==> src/rtl/master_alu_pkg.sv <==
// master_alu_pkg: shared constants for the master_alu datapath.
//   - opcode encodings (OP_ADD .. OP_NOP)
//   - condition-code encodings (CC_AL .. CC_NV)
//   - bit positions of the {N,Z,C,V} flag vector
package master_alu_pkg;

  localparam logic [3:0] OP_ADD  = 4'b0000;
  localparam logic [3:0] OP_SUB  = 4'b0001;
  localparam logic [3:0] OP_MUL  = 4'b0010;
  localparam logic [3:0] OP_OR   = 4'b0011;
  localparam logic [3:0] OP_AND  = 4'b0100;
  localparam logic [3:0] OP_XOR  = 4'b0101;
  localparam logic [3:0] OP_MOVN = 4'b0110;
  localparam logic [3:0] OP_MOV  = 4'b0111;
  localparam logic [3:0] OP_LSR  = 4'b1000;
  localparam logic [3:0] OP_LSL  = 4'b1001;
  localparam logic [3:0] OP_ROR  = 4'b1010;
  localparam logic [3:0] OP_CMP  = 4'b1011;
  localparam logic [3:0] OP_ADR  = 4'b1100;
  localparam logic [3:0] OP_LDR  = 4'b1101;
  localparam logic [3:0] OP_STR  = 4'b1110;
  localparam logic [3:0] OP_NOP  = 4'b1111;

  localparam logic [3:0] CC_AL = 4'b0000;
  localparam logic [3:0] CC_EQ = 4'b0001;
  localparam logic [3:0] CC_NE = 4'b0010;
  localparam logic [3:0] CC_CS = 4'b0011;
  localparam logic [3:0] CC_CC = 4'b0100;
  localparam logic [3:0] CC_MI = 4'b0101;
  localparam logic [3:0] CC_PL = 4'b0110;
  localparam logic [3:0] CC_VS = 4'b0111;
  localparam logic [3:0] CC_VC = 4'b1000;
  localparam logic [3:0] CC_HI = 4'b1001;
  localparam logic [3:0] CC_LS = 4'b1010;
  localparam logic [3:0] CC_GE = 4'b1011;
  localparam logic [3:0] CC_LT = 4'b1100;
  localparam logic [3:0] CC_GT = 4'b1101;
  localparam logic [3:0] CC_LE = 4'b1110;
  localparam logic [3:0] CC_NV = 4'b1111;

  localparam int FLAG_N = 3;
  localparam int FLAG_Z = 2;
  localparam int FLAG_C = 1;
  localparam int FLAG_V = 0;

endpackage

==> src/rtl/master_alu_cond_check.sv <==
// master_alu_cond_check: combinational condition-code evaluator.
// Ports:
//   i_cond [3:0] - condition code
//   i_flag [3:0] - current flags {N,Z,C,V}
//   o_pass       - 1 when the condition holds for i_flag
module master_alu_cond_check
  import master_alu_pkg::*;
(
  input  logic [3:0] i_cond,
  input  logic [3:0] i_flag,
  output logic       o_pass
);

  logic w_n, w_z, w_c, w_v;

  assign w_n = i_flag[FLAG_N];
  assign w_z = i_flag[FLAG_Z];
  assign w_c = i_flag[FLAG_C];
  assign w_v = i_flag[FLAG_V];

  always_comb begin
    o_pass = 1'b0;
    case (i_cond)
      CC_AL: o_pass = 1'b1;
      CC_EQ: o_pass = w_z;
      CC_NE: o_pass = !w_z;
      CC_CS: o_pass = w_c;
      CC_CC: o_pass = !w_c;
      CC_MI: o_pass = w_n;
      CC_PL: o_pass = !w_n;
      CC_VS: o_pass = w_v;
      CC_VC: o_pass = !w_v;
      CC_HI: o_pass = w_c && !w_z;
      CC_LS: o_pass = !w_c || w_z;
      CC_GE: o_pass = (w_n == w_v);
      CC_LT: o_pass = (w_n != w_v);
      CC_GT: o_pass = !w_z && (w_n == w_v);
      CC_LE: o_pass = w_z || (w_n != w_v);
      CC_NV: o_pass = 1'b0;
      default: o_pass = 1'b0;
    endcase
  end

endmodule

==> src/rtl/master_alu.sv <==
// master_alu: registered 32-bit integer ALU with conditional execution.
// Ports:
//   clk, rst_n     - clock (rising edge), asynchronous active-low reset
//   reg1, reg2     - signed operands A and B
//   iv             - 16-bit immediate; when non-zero it replaces reg2 as B
//   opcode, cond   - operation select and condition code
//   s              - set-flags enable (CMP always sets flags)
//   flag           - incoming flags {N,Z,C,V}
//   result         - registered result (holds when not executed)
//   new_flag       - registered updated flags
module master_alu
  import master_alu_pkg::*;
#(
  parameter int WIDTH = 32
) (
  input  logic                    clk,
  input  logic                    rst_n,
  input  logic signed [WIDTH-1:0] reg1,
  input  logic signed [WIDTH-1:0] reg2,
  input  logic        [15:0]      iv,
  input  logic        [3:0]       opcode,
  input  logic        [3:0]       cond,
  input  logic                    s,
  input  logic        [3:0]       flag,
  output logic signed [WIDTH-1:0] result,
  output logic        [3:0]       new_flag
);

  logic [31:0] r_result;
  logic [3:0]  r_flag;

  logic        w_pass;
  logic        w_exec;
  logic        w_set;
  logic [31:0] w_a;
  logic [31:0] w_b;
  logic [4:0]  w_amt;
  logic [32:0] w_add;
  logic [32:0] w_sub;
  logic [63:0] w_prod;
  logic [32:0] w_lsl;
  logic [32:0] w_lsr;
  logic [63:0] w_rot;
  logic [31:0] w_res;
  logic        w_c;
  logic        w_v;

  master_alu_cond_check u_cond_check (
    .i_cond (cond),
    .i_flag (flag),
    .o_pass (w_pass)
  );

  assign w_a   = reg1;
  assign w_b   = (iv != 16'd0) ? {16'd0, iv} : reg2;
  assign w_amt = w_b[4:0];

  assign w_add  = {1'b0, w_a} + {1'b0, w_b};
  assign w_sub  = {1'b0, w_a} - {1'b0, w_b};
  // Sign-extending both operands to 64 bits makes the unsigned product's
  // low 64 bits equal to the full signed product.
  assign w_prod = {{32{w_a[31]}}, w_a} * {{32{w_b[31]}}, w_b};
  // Extra bit on each shifter catches the last bit shifted out.
  assign w_lsl  = {1'b0, w_a} << w_amt;
  assign w_lsr  = {w_a, 1'b0} >> w_amt;
  assign w_rot  = {w_a, w_a} >> w_amt;

  assign w_exec = w_pass && (opcode != OP_NOP);
  assign w_set  = w_exec && (s || (opcode == OP_CMP));

  always_comb begin
    w_res = r_result;
    w_c   = flag[FLAG_C];
    w_v   = flag[FLAG_V];
    case (opcode)
      OP_ADD: begin
        w_res = w_add[31:0];
        w_c   = w_add[32];
        w_v   = (w_a[31] == w_b[31]) && (w_add[31] != w_a[31]);
      end
      OP_SUB, OP_CMP: begin
        w_res = w_sub[31:0];
        w_c   = !w_sub[32];
        w_v   = (w_a[31] != w_b[31]) && (w_sub[31] != w_a[31]);
      end
      OP_MUL: begin
        w_res = w_prod[31:0];
        // Fits in 32 bits only if bits 63..31 are all equal.
        w_v   = !((&w_prod[63:31]) || !(|w_prod[63:31]));
      end
      OP_OR:   w_res = w_a | w_b;
      OP_AND:  w_res = w_a & w_b;
      OP_XOR:  w_res = w_a ^ w_b;
      OP_MOVN: w_res = ~w_b;
      OP_MOV:  w_res = w_b;
      OP_LSR: begin
        w_res = w_lsr[32:1];
        if (w_amt != 5'd0) w_c = w_lsr[0];
      end
      OP_LSL: begin
        w_res = w_lsl[31:0];
        if (w_amt != 5'd0) w_c = w_lsl[32];
      end
      OP_ROR: begin
        w_res = w_rot[31:0];
        if (w_amt != 5'd0) w_c = w_rot[31];
      end
      OP_ADR, OP_LDR, OP_STR: w_res = w_a + {{16{iv[15]}}, iv};
      default: w_res = r_result;
    endcase
  end

  always_ff @(posedge clk or negedge rst_n) begin
    if (!rst_n) begin
      r_result <= '0;
      r_flag   <= 4'b0000;
    end else begin
      if (w_exec) r_result <= w_res;
      if (w_set) begin
        r_flag[FLAG_N] <= w_res[31];
        r_flag[FLAG_Z] <= (w_res == 32'd0);
        r_flag[FLAG_C] <= w_c;
        r_flag[FLAG_V] <= w_v;
      end else begin
        r_flag <= flag;
      end
    end
  end

  assign result   = r_result;
  assign new_flag = r_flag;

endmodule

==> config.mk <==
export PLATFORM = sky130hd
export DESIGN_NAME = master_alu
export DESIGN_NICKNAME = d
export VERILOG_FILES = /design/src/rtl/master_alu_pkg.sv /design/src/rtl/master_alu_cond_check.sv /design/src/rtl/master_alu.sv
export SDC_FILE = /design/constraint.sdc
export NUM_CORES = 2
export LEC_CHECK = 0
export ABC_AREA = 1
export CAP_MARGIN = 5
export CORE_ASPECT_RATIO = 1.1
export CORE_MARGIN = 1.5
export CORE_UTILIZATION = 55
export CTS_CLUSTER_DIAMETER = 80
export DETAILED_ROUTE_END_ITERATION = 10
export PLACE_DENSITY_LB_ADDON = 0.05
export SKIP_LAST_GASP = 1
export SYNTH_ARGS = -nofsm -noshare
export SYNTH_HDL_FRONTEND = slang
export SYNTH_SLANG_ARGS = --single-unit
==> constraint.sdc <==
create_clock -name clk -period 1.1 [get_ports clk]
set_input_delay 0.11 -clock clk [delete_from_list [all_inputs] [get_ports clk]]
set_output_delay 0.11 -clock clk [all_outputs]
set_load 0.02 [all_outputs]
==> summary.md, run 1 <==
| Metric | Value |
|---|---|
| Root Driver | `clkbuf_16` |
| Stop Error | `[ERROR GRT-0116] Global routing finished with congestion. Check the congestion regions in the DRC Viewer.` |
| Post-Syn Area per Cell | `7.337 um^2` |
| Mapped cell area | `0.04992 mm^2` |
| Port Buf Inserts | `130` |
| Yosys reg bits | `36` |
| H-Tree Depth | `2` |
| Routability cong. | `1.159` |
| Initial Util | `55.69%` |
| Yosys warning total | `0` |
| Exit stage | `global routing (5_1_grt)` |
| Global Route Usage Sum | `73.19%` |
| Top_reg_cell synth | `dfrtp_1` |
| GRT overflow | `606` |
| Die X | `290.2 um` |
| Hpwl dp | `230600 um` |
| Vias in the first global route | `70950` |
| Async SR Flop Fraction | `100.0%` |
| Num CTS Buffers | `5` |
| Die Y | `319.0 um` |
| Site row count | `115` |
| Synthesized Nets | `8297` |
| Area after DPL | `0.06515 mm^2` |
| CTS max path bufs | `2` |
| Number of enable flip-flop cells after synthesis | `0` |
| Netlist cell types | `60` |
| Clock sink count | `36` |
| Gate Count Post-Synth | `6804` |
| Top-level I/O count | `131` |
| Register area share after synthesis | `1.805%` |
| Largest net degree at the start of global routing | `72` |
| Outcome | `aborted with a tool error` |
| First-pass GRT wire length | `493700 um` |
[synth_stat cells (21+ instances only)]
library cell	instances	share of area [%]
o21ai_0	233	2.3
ha_1	313	7.8
inv_1	1101	8.3
nand3_1	565	5.7
buf_2	41	0.41
buf_1	28	0.21
a31oi_1	23	0.29
nor2_1	869	6.5
nand2_1	1525	11
or2_2	28	0.35
nand2_2	21	0.26
clkbuf_1	205	1.5
a21oi_1	269	2.7
xor2_1	40	0.70
nand4_1	54	0.68
clkinv_1	26	0.20
o22ai_1	25	0.31
fa_1	1085	44
dfrtp_1	36	1.8
nor3_1	31	0.31
[stage by stage]
stage / hold WS [ns] / TNS, ns / worst slack (ns) / std cells
2_1_floorplan: -0.1856 / -173.15 / -7.062 / 6804
3_3_place_gp: 0.1051 / -237.74 / -8.070 / 9312
3_5_place_dp: 0.1123 / -246.29 / -8.376 / 9312
4_1_cts: 0.2876 / -203.31 / -6.987 / 9398
[repair_timing]
action	in CTS
setup endpoints to repair	71
setup buffers	77
resized for setup	622
hold buffers	1
pin swaps	213
cloned	11
hold endpoints to repair	36
[cell families after synthesis]
logic type      synth area share, %
buf+inv                       11.41
simple gates                  26.43
compound gates                7.918
fa+ha+maj                     51.36
flops                         1.805
xor+xnor                      1.035
mux                         0.04011
[layer usage]
layer / global-route usage (%) / GRT overflow
met4: 73.89 / 201
met5: 30.10 / 6
met2: 92.69 / 350
met1: 73.99 / 19
met3: 51.86 / 30
==> run 2: changes to the inputs <==
--- a/config.mk
+++ b/config.mk
@@ -7,12 +7,10 @@
 export LEC_CHECK = 0
 export ABC_AREA = 1
 export CAP_MARGIN = 5
-export CORE_ASPECT_RATIO = 1.1
 export CORE_MARGIN = 1.5
-export CORE_UTILIZATION = 55
-export CTS_CLUSTER_DIAMETER = 80
+export CORE_UTILIZATION = 40
 export DETAILED_ROUTE_END_ITERATION = 10
-export PLACE_DENSITY_LB_ADDON = 0.05
+export PLACE_DENSITY_LB_ADDON = 0.15
 export SKIP_LAST_GASP = 1
 export SYNTH_ARGS = -nofsm -noshare
 export SYNTH_HDL_FRONTEND = slang
==> constraint.sdc (replaced) <==
create_clock -name clk -period 1.4 [get_ports clk]
set_input_delay 0.14 -clock clk [delete_from_list [all_inputs] [get_ports clk]]
set_output_delay 0.14 -clock clk [all_outputs]
set_load 0.02 [all_outputs]
==> run 2 against run 1 <==
  * Area after synthesis is the same
  * Synthesized cell count is the same
  * The flow now finishes, with violations (setup timing)
==> summary.md, run 2 <==
| Metric | Value |
|---|---|
| Outcome | `finished with violations` |
| Failing checks | `setup timing` |
| Clock sink count | `36 (unchanged)` |
| WP buf/inv | `11` |
| Most common cell after layout, fill and taps aside | `buf_4` |
| RSZ-0062 raised after global routing | `yes` |
| Wire per inst | `26.97 um` |
| Largest net degree at the start of global routing | `50` |
| Die area | `0.1269 mm^2` |
| HP Class | `input pin to asynchronous set/reset pin` |
| Commonest cells post-synth | `1525 x nand2_1, 1101 x inv_1, 1085 x fa_1` |
| Final Hold Slack | `0.3097 ns` |
| CTS max path bufs | `2 (unchanged)` |
| Site row count | `129 (+12%)` |
| Async SR Flop Fraction | `100.0% (unchanged)` |
| H-Tree Depth | `2 (unchanged)` |
| Final #Nets | `9927` |
| Crit Path Category | `input pin to register` |
| Slew HR | `63.72%` |
| Register area share after synthesis | `1.805% (unchanged)` |
| Max reg flops | `32` |
| Layout cells sized above 1 | `30.44%` |
| Routed vias/inst | `5.491` |
| Most frequent cells in the layout | `1557 x buf_4, 1427 x nand2_1, 1037 x inv_1` |
| CTS tree | `yes` |
| Top-level I/O count | `131 (unchanged)` |
| DRC Markers | `0` |
| Mapped cell area | `0.04992 mm^2 (unchanged)` |
| Max cap viols | `0` |
| Die Y | `356.3 um (+12%)` |
| Final Hold Fails | `0` |
| Synth area leaders | `fa_1 44%, nand2_1 11%, inv_1 8.3%` |
| Top_reg_cell synth | `dfrtp_1` |
| Yosys top cell by area | `fa_1` |
| Crit start category | `input pin` |
| Worst path depth | `42` |
| Layout area overhead | `43.63%` |
| Yosys reg bits | `36 (unchanged)` |
| First-pass GRT wire length | `384700 um` |
| Initial DRC count | `5951` |
| Top-count cell post-synth | `nand2_1` |
| Post-Syn Area per Cell | `7.337 um^2 (unchanged)` |
| GRT overflow | `0` |
| Root Driver | `clkbuf_16` |
| Clk Latency, worst-skew pair | `0.35 ns` |
| Routability cong. | `1.112 (-4.1%)` |
| Delay-heaviest family, CP | `adder cells` |
| Initial Util | `40.32% (-15 points)` |
| F_max | `122.5 MHz` |
| Crit path max fanout | `14` |
| Tmin final | `8.167 ns` |
| Gate Count Post-Synth | `6804 (unchanged)` |
| Max Transition Viols Final | `0` |
| Crit path DAT | `8.42 ns` |
| Largest stage delay on the critical path | `0.64 ns` |
| Final WS setup | `-6.767 ns` |
| Die X | `356.3 um (+23%)` |
| Most crowded layer after global routing | `met2` |
| Yosys warning total | `0 (unchanged)` |
| Setup tns final | `-188.96 ns` |
| Total Wirelength | `271900 um` |
| Slew @ Worst Pin | `0.5374 ns` |
| Met3 Resource Use GR | `11.62%` |
| Met2 usage | `60.73%` |
| Initial antenna violation count | `13` |
| Worst setup EP type | `register` |
| Global Route Usage Sum | `42.60%` |
| Area of the core | `0.1238 mm^2` |
| FF-to-FF path depth | `8` |
| Number of enable flip-flop cells after synthesis | `0 (unchanged)` |
| Hpwl dp | `230700 um (about the same)` |
| Crit path required time | `1.65 ns` |
| Final setup fails | `36` |
| Period utilization | `583.3%` |
| Remaining antenna violation count after routing | `0` |
| M1 GR Usage | `55.73%` |
| Num CTS Buffers | `5 (unchanged)` |
| Pre-antenna DRT Iters | `7` |
| Vias in the first global route | `55430` |
| Setup Skew | `0.03484 ns` |
| Total number of vias | `55350` |
| Synthesized Nets | `8297 (unchanged)` |
| Clock transition at path regs | `0.10 ns` |
| Share of the synthesized area in the top cell type | `43.51% (unchanged)` |
| CP max stage cell | `fa_2` |
| Netlist cell types | `60 (unchanged)` |
| Port Buf Inserts | `130 (unchanged)` |
[run 2: cell counts after synthesis]
No cell type changed its count.
[run 2: final timing paths]
| path | start | to | slack [ns] |
|---|---|---|---|
| max | iv[15] | new_flag[0] | -6.77 |
| min | rst_n | result[9] | 0.31 |
| max reg2reg | result[1] | new_flag[2] | -0.23 |
| min reg2reg | result[28] | result[28] | 0.52 |
| max in group asynchronous | rst_n | new_flag[2] | 0.53 |
| min in group clk | result[28] | result[28] | 0.52 |
[run 2: cell families after synthesis]
group	count (synthesis)	synth area share, %
flip-flops	36	1.805
adder cells (fa/ha/maj)	1398	51.36
AND/OR/NAND/NOR	3161	26.43
multiplexers	2	0.04011
XOR/XNOR	59	1.035
AO/OA/AOI/OAI	698	7.918
buffers and inverters	1450	11.41
[run 2: routing by layer]
layer  wire length (um)  part of all wire, %
met1             105300                   39
met2             111100                   41
met3              31090                   11
met4              24320                  8.9
met5                 64                0.024
[run 2: what timing repair did]
item | in CTS | in global routing
hold buffers | 1 | 0
cloned | 14 | 1
hold endpoints to repair | 16 | 0
pin swaps | 212 | 176
setup buffers | 88 | 39
gates resized for setup | 688 | 234
endpoints found under the setup margin | 71 | 36
[run 2: stage by stage]
step / instance area, um^2 / utilization, % / std cells / setup slack (ns)
6_report: 71700 / 57.92 / 10080 / -6.767
5_1_grt: 71680 / 57.90 / 10070 / -7.119
4_1_cts: 70510 / 56.96 / 10030 / -6.709
3_5_place_dp: 67130 / 54.23 / 9928 / -7.827
3_3_place_gp: 67130 / 54.23 / 9928 / -7.826
2_1_floorplan: 51310 / - / 6804 / -6.792
[run 2: final cells by class]
| type | instances | area, um^2 |
|---|---|---|
| inverter | 1141 | 4408 |
| sequential | 36 | 900.9 |
| multi-input combinational | 5318 | 46820 |
| clock buffer | 6 | 138.9 |
| clock inverter | 2 | 10.01 |
| antenna | 8 | 20.02 |
| tap | 1637 | 2048 |
| fill | 11700 | 52100 |
| timing repair inverter | 2 | 27.53 |
| timing repair buffer | 1930 | 17320 |
[run 2: worst register-to-register path: cells and delay by family (launching register included)]
| family | cells | cell delay (ns) |
|---|---|---|
| and+or+nand+nor | 8 | 1.18 |
| DFF | 1 | 0.38 |
Power of run 2 is left out: the tool's default activity adds up to more than one toggle a clock period on the data nets, which glitch-free logic cannot reach.
